$ cat src/rtl/vram_cpu_port.sv
// vram_cpu_port: CPU-side access controller for the VRAM32 and VRAM8 CPU ports.
// Turns a start/done bus request into timed VRAM writes and reads. It decodes
// the 12-bit bus address into one of the two VRAMs and hides the synchronous
// read latency.
// Optional block fill: define VRAM_FILL_EN to add the fill_start/fill_len
// ports and the FILL state.
module vram_cpu_port (
   input  logic        clk,
   input  logic        nreset,
   input  logic        bus_start,
   input  logic        bus_we,
   input  logic [11:0] bus_addr,
   input  logic [31:0] bus_data,
   output logic [31:0] bus_q,
   output logic        bus_busy,
   output logic        bus_done,
   output logic        bus_err,
`ifdef VRAM_FILL_EN
   input  logic        fill_start,
   input  logic [11:0] fill_len,
`endif
   output logic [10:0] vram32_cpu_addr,
   output logic [31:0] vram32_cpu_d,
   output logic        vram32_cpu_we,
   input  logic [31:0] vram32_cpu_q,
   output logic [10:0] vram8_cpu_addr,
   output logic [7:0]  vram8_cpu_d,
   output logic        vram8_cpu_we,
   input  logic [7:0]  vram8_cpu_q
);

   typedef enum logic [2:0] {
      IDLE    = 3'd0,
      WRITE   = 3'd1,
      RD_ADDR = 3'd2,
      RD_WAIT = 3'd3,
      DONE    = 3'd4
`ifdef VRAM_FILL_EN
      ,
      FILL    = 3'd5
`endif
   } state_t;

   state_t      state;
   logic        sel8;
   logic        hit32;
   logic        hit8;
   logic [10:0] req_index;

   // VRAM32 occupies 0x000-0x47F; VRAM8 occupies 0x800-0xEFF, and its index
   // (addr - 0x800) is simply the low 11 address bits.
   assign hit32     = (bus_addr <= 12'h47F);
   assign hit8      = (bus_addr >= 12'h800) && (bus_addr <= 12'hEFF);
   assign req_index = bus_addr[10:0];

`ifdef VRAM_FILL_EN
   logic [11:0] room;
   logic [11:0] fill_words;
   logic [11:0] remaining;

   // A fill is clipped at the last word of its own VRAM, so it never spills
   // into the other region.
   assign room       = hit8 ? (12'd1792 - {1'b0, req_index})
                            : (12'd1152 - {1'b0, req_index});
   assign fill_words = (fill_len < room) ? fill_len : room;
`endif

   // Request sequencer: every output is registered and changes together with the state.
   always_ff @(posedge clk) begin
      if (!nreset) begin
         state           <= IDLE;
         sel8            <= 1'b0;
         bus_q           <= '0;
         bus_busy        <= 1'b0;
         bus_done        <= 1'b0;
         bus_err         <= 1'b0;
         vram32_cpu_addr <= '0;
         vram32_cpu_d    <= '0;
         vram32_cpu_we   <= 1'b0;
         vram8_cpu_addr  <= '0;
         vram8_cpu_d     <= '0;
         vram8_cpu_we    <= 1'b0;
`ifdef VRAM_FILL_EN
         remaining       <= '0;
`endif
      end else begin
         case (state)
            IDLE: begin
               if (bus_start) begin
                  bus_busy <= 1'b1;
                  sel8     <= hit8;
                  if (!(hit32 || hit8)) begin
                     state    <= DONE;
                     bus_done <= 1'b1;
                     bus_err  <= 1'b1;
                     if (!bus_we) begin
                        bus_q <= '0;
                     end
                  end else begin
                     if (hit8) begin
                        vram8_cpu_addr <= req_index;
                        vram8_cpu_d    <= bus_data[7:0];
                        vram8_cpu_we   <= bus_we;
                     end else begin
                        vram32_cpu_addr <= req_index;
                        vram32_cpu_d    <= bus_data;
                        vram32_cpu_we   <= bus_we;
                     end
                     state <= bus_we ? WRITE : RD_ADDR;
                  end
               end
`ifdef VRAM_FILL_EN
               else if (fill_start) begin
                  bus_busy <= 1'b1;
                  sel8     <= hit8;
                  if (!(hit32 || hit8)) begin
                     state    <= DONE;
                     bus_done <= 1'b1;
                     bus_err  <= 1'b1;
                  end else if (fill_len == 12'd0) begin
                     state    <= DONE;
                     bus_done <= 1'b1;
                  end else begin
                     if (hit8) begin
                        vram8_cpu_addr <= req_index;
                        vram8_cpu_d    <= bus_data[7:0];
                        vram8_cpu_we   <= 1'b1;
                     end else begin
                        vram32_cpu_addr <= req_index;
                        vram32_cpu_d    <= bus_data;
                        vram32_cpu_we   <= 1'b1;
                     end
                     remaining <= fill_words - 12'd1;
                     state     <= FILL;
                  end
               end
`endif
            end
            WRITE: begin
               vram32_cpu_we <= 1'b0;
               vram8_cpu_we  <= 1'b0;
               bus_done      <= 1'b1;
               state         <= DONE;
            end
            RD_ADDR: begin
               state <= RD_WAIT;
            end
            RD_WAIT: begin
               bus_q    <= sel8 ? {24'h0, vram8_cpu_q} : vram32_cpu_q;
               bus_done <= 1'b1;
               state    <= DONE;
            end
            DONE: begin
               bus_done <= 1'b0;
               bus_err  <= 1'b0;
               bus_busy <= 1'b0;
               state    <= IDLE;
            end
`ifdef VRAM_FILL_EN
            FILL: begin
               if (remaining == 12'd0) begin
                  vram32_cpu_we <= 1'b0;
                  vram8_cpu_we  <= 1'b0;
                  bus_done      <= 1'b1;
                  state         <= DONE;
               end else begin
                  remaining <= remaining - 12'd1;
                  if (sel8) begin
                     vram8_cpu_addr <= vram8_cpu_addr + 11'd1;
                  end else begin
                     vram32_cpu_addr <= vram32_cpu_addr + 11'd1;
                  end
               end
            end
`endif
            default: begin
               vram32_cpu_we <= 1'b0;
               vram8_cpu_we  <= 1'b0;
               state         <= IDLE;
            end
         endcase
      end
   end

endmodule

$ cat config.mk
export PLATFORM = sky130hd
export DESIGN_NAME = vram_cpu_port
export DESIGN_NICKNAME = d
export VERILOG_FILES = /design/src/rtl/vram_cpu_port.sv
export SDC_FILE = /design/constraint.sdc
export NUM_CORES = 1
export LEC_CHECK = 0
export ABC_CLOCK_PERIOD_IN_PS = 1900
export CORE_UTILIZATION = 41
export DETAILED_ROUTE_END_ITERATION = 6
export HOLD_SLACK_MARGIN = 0.06
export PLACE_DENSITY_LB_ADDON = 0.05
export SYNTH_ARGS = -nofsm -noshare
export SYNTH_HDL_FRONTEND = slang
export SYNTH_SLANG_ARGS = --single-unit
$ cat constraint.sdc
create_clock -name clk -period 1.9 [get_ports clk]
set_input_delay 0.38 -clock clk [delete_from_list [all_inputs] [get_ports clk]]
set_output_delay 0.38 -clock clk [all_outputs]
set_load 0.02 [all_outputs]
# Word-level counts from Yosys, hierarchy flattened
# Cells that the tools add are included.
[word_totals]
ff_bits = 103
inputBits = 88
[classes]
n_lt_le_gt_ge = 3
n_eq_ne = 10
n_mux = 23
bitwise = 2
reduce_logical = 17
[op_table]
columns = ["op", "count"]
rows = [
  ["32-bit 2-to-1 mux", 4],
  ["32-bit case mux with 2 select lines", 1],
  ["4-bit AND reduction", 5],
  ["12-bit greater-or-equal comparator (second input constant)", 1],
  ["12-bit by 11-bit less-or-equal comparator with 1-bit output (second input constant)", 1],
  ["12-bit less-or-equal comparator (second input constant)", 1],
  ["2-bit != test (second input constant)", 6],
  ["1-bit 2-to-1 mux", 9],
  ["3-bit case mux with 3 select lines", 1],
  ["1-bit case mux with 2 select lines", 4],
  ["3-bit by 2-bit == test with 1-bit output (second input constant)", 2],
  ["3-bit 2-to-1 mux", 2],
  ["3-bit AND reduction", 2],
  ["2-bit AND reduction", 2],
  ["2-bit nonzero test", 2],
  ["3-bit by 1-bit == test with 1-bit output (second input constant)", 1],
  ["3-bit == test (second input constant)", 1],
  ["3-bit logical NOT", 1],
  ["1-bit case mux with 3 select lines", 1],
  ["3-bit nonzero test", 1],
  ["3-bit OR reduction", 1],
  ["2-bit 2-to-1 mux", 1],
  ["1-bit NOT", 2],
  ["2-bit OR reduction", 1],
  ["2 further kinds", 2],
]

# Logic depth before layout (Yosys ltp)
[logic_depth]
word_depth = 6
mapped_depth = 7

# Least setup slack after synthesis
# Ideal clock, no wire load.
[synth_path]
path_type = "input-to-reg"
startpoint = "input port bus_addr[9]"
endpoint = "register vram32_cpu_d[0]"
setup_time_ns = 0.131
arrival_ns = 1.438
setup_slack_ns = 0.331
cell_stages = 6
path_buffers = 2
cell_sequence = "buf_2 -> o31ai_1 -> nand3_2 -> clkbuf_1 -> nand3_1 -> o21ai_0"
[synth_between]
elab_chain_cells = 4
word_cells_on_any_way = 7
classes_between = "order compare (3); bitwise (1); reduce/logical (3)"
[synth_lines]
columns = ["item", "line", "source"]
rows = [
  ["start: declaration", "12", "input logic [11:0] bus_addr,"],
  ["12-bit greater-or-equal comparator or 12-bit less-or-equal comparator (tied branches)", "53", "assign hit8 = (bus_addr >= 12'h800) && (bus_addr <= 12'hEFF);"],
  ["1-bit logical AND", "53", ""],
  ["1-bit logical OR or 1-bit NOT (tied branches)", "-", ""],
  ["4-bit AND reduction (no source line) *", "-", ""],
  ["end signal: assignment", "106", "vram32_cpu_d <= bus_data;"],
  ["end: declaration", "23", "output logic [31:0] vram32_cpu_d,"],
]
# Every way passes the cells marked *; elsewhere a longest branch is shown, timed or not.
# A chain may end at the register's enable or synchronous reset.

# Final worst setup path
[layout_path]
startpoint = "register bus_q[5]"
endpoint = "output port bus_q[5]"
[layout_rtl]
columns = ["item", "line", "source"]
rows = [
  ["start: declaration", "14", "output logic [31:0] bus_q,"],
  ["start signal: assignment", "149", "bus_q <= sel8 ? {24'h0, vram8_cpu_q} : vram32_cpu_q;"],
]
# No word-level cell between the ends.

==> Flow_metrics.wiki <==
{| class="wikitable"
! Metric !! Value
|-
| Number of setup violations in the final report || 0
|-
| Worst-case headroom to the max-slew limit || 0.646
|-
| Port Buf Inserts || 186
|-
| DRC errors left || 0
|-
| Biggest fanout along the worst timing path || 3
|-
| Post-cts sizing count || 0
|-
| Critical path start-end classification || reg -> out
|-
| Endpoint, Worst Hold || sel8
|-
| Fill cell instance count of the final layout || 850
|-
| Initial antenna violation count || 0
|-
| Start point of the worst min-delay path || nreset
|-
| Maximum number of pins on one net before global-route repair || 116
|-
| R2R setup slack || 0.39 ns
|-
| Starting density of the core || 0.420
|-
| Uppermost signal routing layer after detailed routing || met4
|-
| GRT Total Usage || 0.206
|-
| Slowest cell delay on critical path || 0.64 ns
|-
| Buffering stage count on the worst path with inverters included || 1
|-
| Number of global-route vias before repair || 3,700
|-
| WL met2 || 5460 um
|-
| Tightest Hold Check Type || in -> reg
|-
| Mean post-synth cell area || 8.45 sq um
|-
| Die outline width || 102 um
|-
| Nets in the synthesized netlist || 570
|-
| Register clock-pin slew on the reported worst setup and hold paths || 0.10 ns
|-
| Maximum level of the CTS H-tree || 3
|-
| Post-Synthesis Cell Area || 4070 sq um
|-
| Final HPWL from detailed placement || 7660 um
|-
| Clock period minus worst slack || 1.75 ns
|-
| VDD IR max || 387 uV
|-
| Fraction of the cycle the final worst path needs || 0.921
|-
| Measured slew at the worst slew-check pin || 0.531 ns
|-
| Routed wirelength normalized by instance count || 14.0 um
|-
| Number of cells traversed by the worst register-to-register path || 5
|-
| Adder-cell share of the synthesized area || 0
|-
| Die span in y || 102 um
|-
| Critical path launch point || bus_q[5]
|-
| Proportion of register bits with asynchronous set or reset after synthesis || 0
|-
| Top delay family on crit path || buffers and inverters
|-
| First-pass DRT Iterations || 4
|-
| End of the worst register-to-register path || vram32_cpu_d[2]
|-
| Last weighted congestion value of the routability-driven placer || 0.764
|-
| Antenna fix cells || 0
|-
| Number of cells produced by synthesis || 482
|-
| Worst-Skew Late Latency || 0.35 ns
|-
| Residual antenna-violating net count after detailed routing || 0
|-
| Sequential cell area || 2060 sq um
|-
| Post-synthesis xor/xnor area fraction || 0
|-
| I/O pins || 187
|-
| Area inside the core boundary || 9680 sq um
|-
| Placed cell count || 771
|-
| M1 wire length || 4780 um
|-
| Number of cells on the worst hold path || 2
|-
| Area overhead of the layout relative to synthesis || 54.8%
|-
| Count of distinct cell types in the synthesized netlist || 33
|-
| Starting DRC count in detailed routing || 98
|-
| Arrival time of the worst setup path || 1.37 ns
|-
| Data required time of the worst path || 1.52 ns
|-
| Nets || 737
|-
| Post-synth top flop || sky130_fd_sc_hd__dfxtp_1
|-
| Leading cell type in the layout, fill and taps excluded || sky130_fd_sc_hd__clkdlybuf4s50_1
|-
| Total power per unit cell area || 711 nW/um^2
|-
| Result of the run || finished, final reports clean
|-
| Critical Path End Type || primary output
|-
| Share of synthesized area occupied by flip-flops and latches || 0.506
|-
| Number of clock buffers inserted by TritonCTS || 9
|-
| Number of cell rows || 36
|-
| Setup Buffers After CTS || 0
|-
| Area occupied by multi-input gates || 1800 sq um
|-
| Synthesized-area fraction occupied by and/or/nand/nor cells || 0.238
|-
| Routed vias || 4,079
|-
| Detailed-route wire length || 11,000 um
|-
| Maximum root-to-sink buffer count || 2
|-
| Clock tree from TritonCTS || done
|-
| Max Freq || 0.571 GHz
|-
| Total length of routed met3 wires || 723 um
|-
| Overflow left after global routing || 0
|-
| Max Slew Vio Count || 0
|-
| Post-layout utilization of the core || 0.651
|-
| Total negative setup slack || 0 ns
|-
| Mux share of post-synthesis cell area || 0.0246
|-
| Reg2Reg Launch Point || state[0]
|-
| Number of clock sinks || 103
|-
| Root Buffer || sky130_fd_sc_hd__clkbuf_8
|-
| Floorplan die area || 10,300 sq um
|-
| Number of synthesized register bits || 103
|-
| Post-synthesis compound-gate area fraction || 0.178
|-
| Via/cell ratio || 5.18
|-
| CP cell instances || clkdlybuf4s50_1
|-
| Leakage || 2.33 nW
|-
| Non-filler instance count after layout || 787
|-
| Cell with the largest stage delay on the worst path || sky130_fd_sc_hd__clkdlybuf4s50_1
|-
| Share of cells above drive strength 1 || 0.0673
|-
| Main combinational cell family by area after synthesis || simple AND/OR/NAND/NOR gates
|-
| # Max-Cap Violations || 0
|-
| Count of synthesis-stage warnings from yosys || 0
|-
| Wire length of the first global-routing pass || 17,100 um
|-
| Number of flops mapped to enable cells by yosys || 0
|-
| Hold Violations, Final || 0
|-
| Hold-fix buffer count after cts || 0
|-
| Max Clock Skew || 0.0101 ns
|-
| Most used cells in the layout excluding fill and tap cells || 185 x sky130_fd_sc_hd__clkdlybuf4s50_1, 121 x sky130_fd_sc_hd__nand3_1, 103 x sky130_fd_sc_hd__dfxtp_1
|-
| Element type at the critical path start || register
|-
| Unrepaired setup endpoints after global routing || no
|}
worst max path at each step:
stage / endpoint / slack (ns) / cells after the start
after floorplan: vram32_cpu_d[0] / 0.33 / 6
after global placement: vram32_cpu_d[9] / -0.03 / 6
after detailed placement: vram8_cpu_addr[0] / -0.10 / 6
after CTS: bus_q[5] / 0.14 / 1
after global routing: bus_q[5] / 0.09 / 1
final: bus_q[5] / 0.15 / 1
state kept, by name (all words and copies together), names as in the netlist:
register	cells
bus_busy	1
bus_done	1
bus_err	1
bus_q	32
sel8	1
state	3
vram32_cpu_addr	11
vram32_cpu_d	32
vram32_cpu_we	1
vram8_cpu_addr	11
vram8_cpu_d	8
vram8_cpu_we	1
stage by stage:
stage	setup WS, ns	power (W)	hold WS, ns	instance area [sq um]
after global routing	0.0860	0.00469	0.325	6300
final	0.150	0.00448	0.347	6300
after CTS	0.137	0.00454	0.332	6300
after global placement	-0.0347	0.00308	0.435	6090
after floorplan	0.331	0.00267	0.499	4070
after detailed placement	-0.102	0.00309	0.441	6090
layer usage:
| metal | up-vias | global-route usage |
|---|---|---|
| met5 | - | 0 |
| li1 | 2070 | - |
| met2 | 118 | 0.371 |
| met1 | 1886 | 0.245 |
| met4 | 0 | 0.0334 |
| met3 | 5 | 0.0607 |
kinds of logic after synthesis:
family / count (synthesis)
AO/OA/AOI/OAI: 117
AND/OR/NAND/NOR: 200
buffers and inverters: 52
multiplexers: 10
flip-flops: 103
synthesized netlist by cell type, types with 3 or more instances:
master                     count  area, sq um
sky130_fd_sc_hd__dfxtp_1     103         2060
sky130_fd_sc_hd__mux2i_1      10          100
sky130_fd_sc_hd__nand3_1     121          606
sky130_fd_sc_hd__o21ai_0      66          330
sky130_fd_sc_hd__a32oi_1      24          210
sky130_fd_sc_hd__a21oi_1       4         20.0
sky130_fd_sc_hd__o21ai_1       3         15.0
sky130_fd_sc_hd__a31oi_1      11         68.8
sky130_fd_sc_hd__nor2_1       14         52.6
sky130_fd_sc_hd__nor2b_1       4         25.0
sky130_fd_sc_hd__clkbuf_2      4         20.0
sky130_fd_sc_hd__clkbuf_1     34          128
sky130_fd_sc_hd__inv_1         3         11.3
sky130_fd_sc_hd__buf_2         7         35.0
sky130_fd_sc_hd__nand2_1      52          195
layout make-up:
cell class	count	share of cell area
Clock buffer	9	0.0197
Timing Repair Buffer	205	0.326
Multi-Input combinational cell	327	0.285
Sequential cell	103	0.327
Tap cell	133	0.0264
Inverter	3	0.00179
Clock inverter	7	0.0141
power by group:
group	total, W	internal (W)	switching [W]
Clock	0.00145	0.000645	0.000801
Combinational	0.000750	0.000386	0.000364
Sequential	0.00229	0.00224	0.0000495
Total	0.00448	0.00327	0.00121
Note: power is estimated with default switching activity, not from simulation.
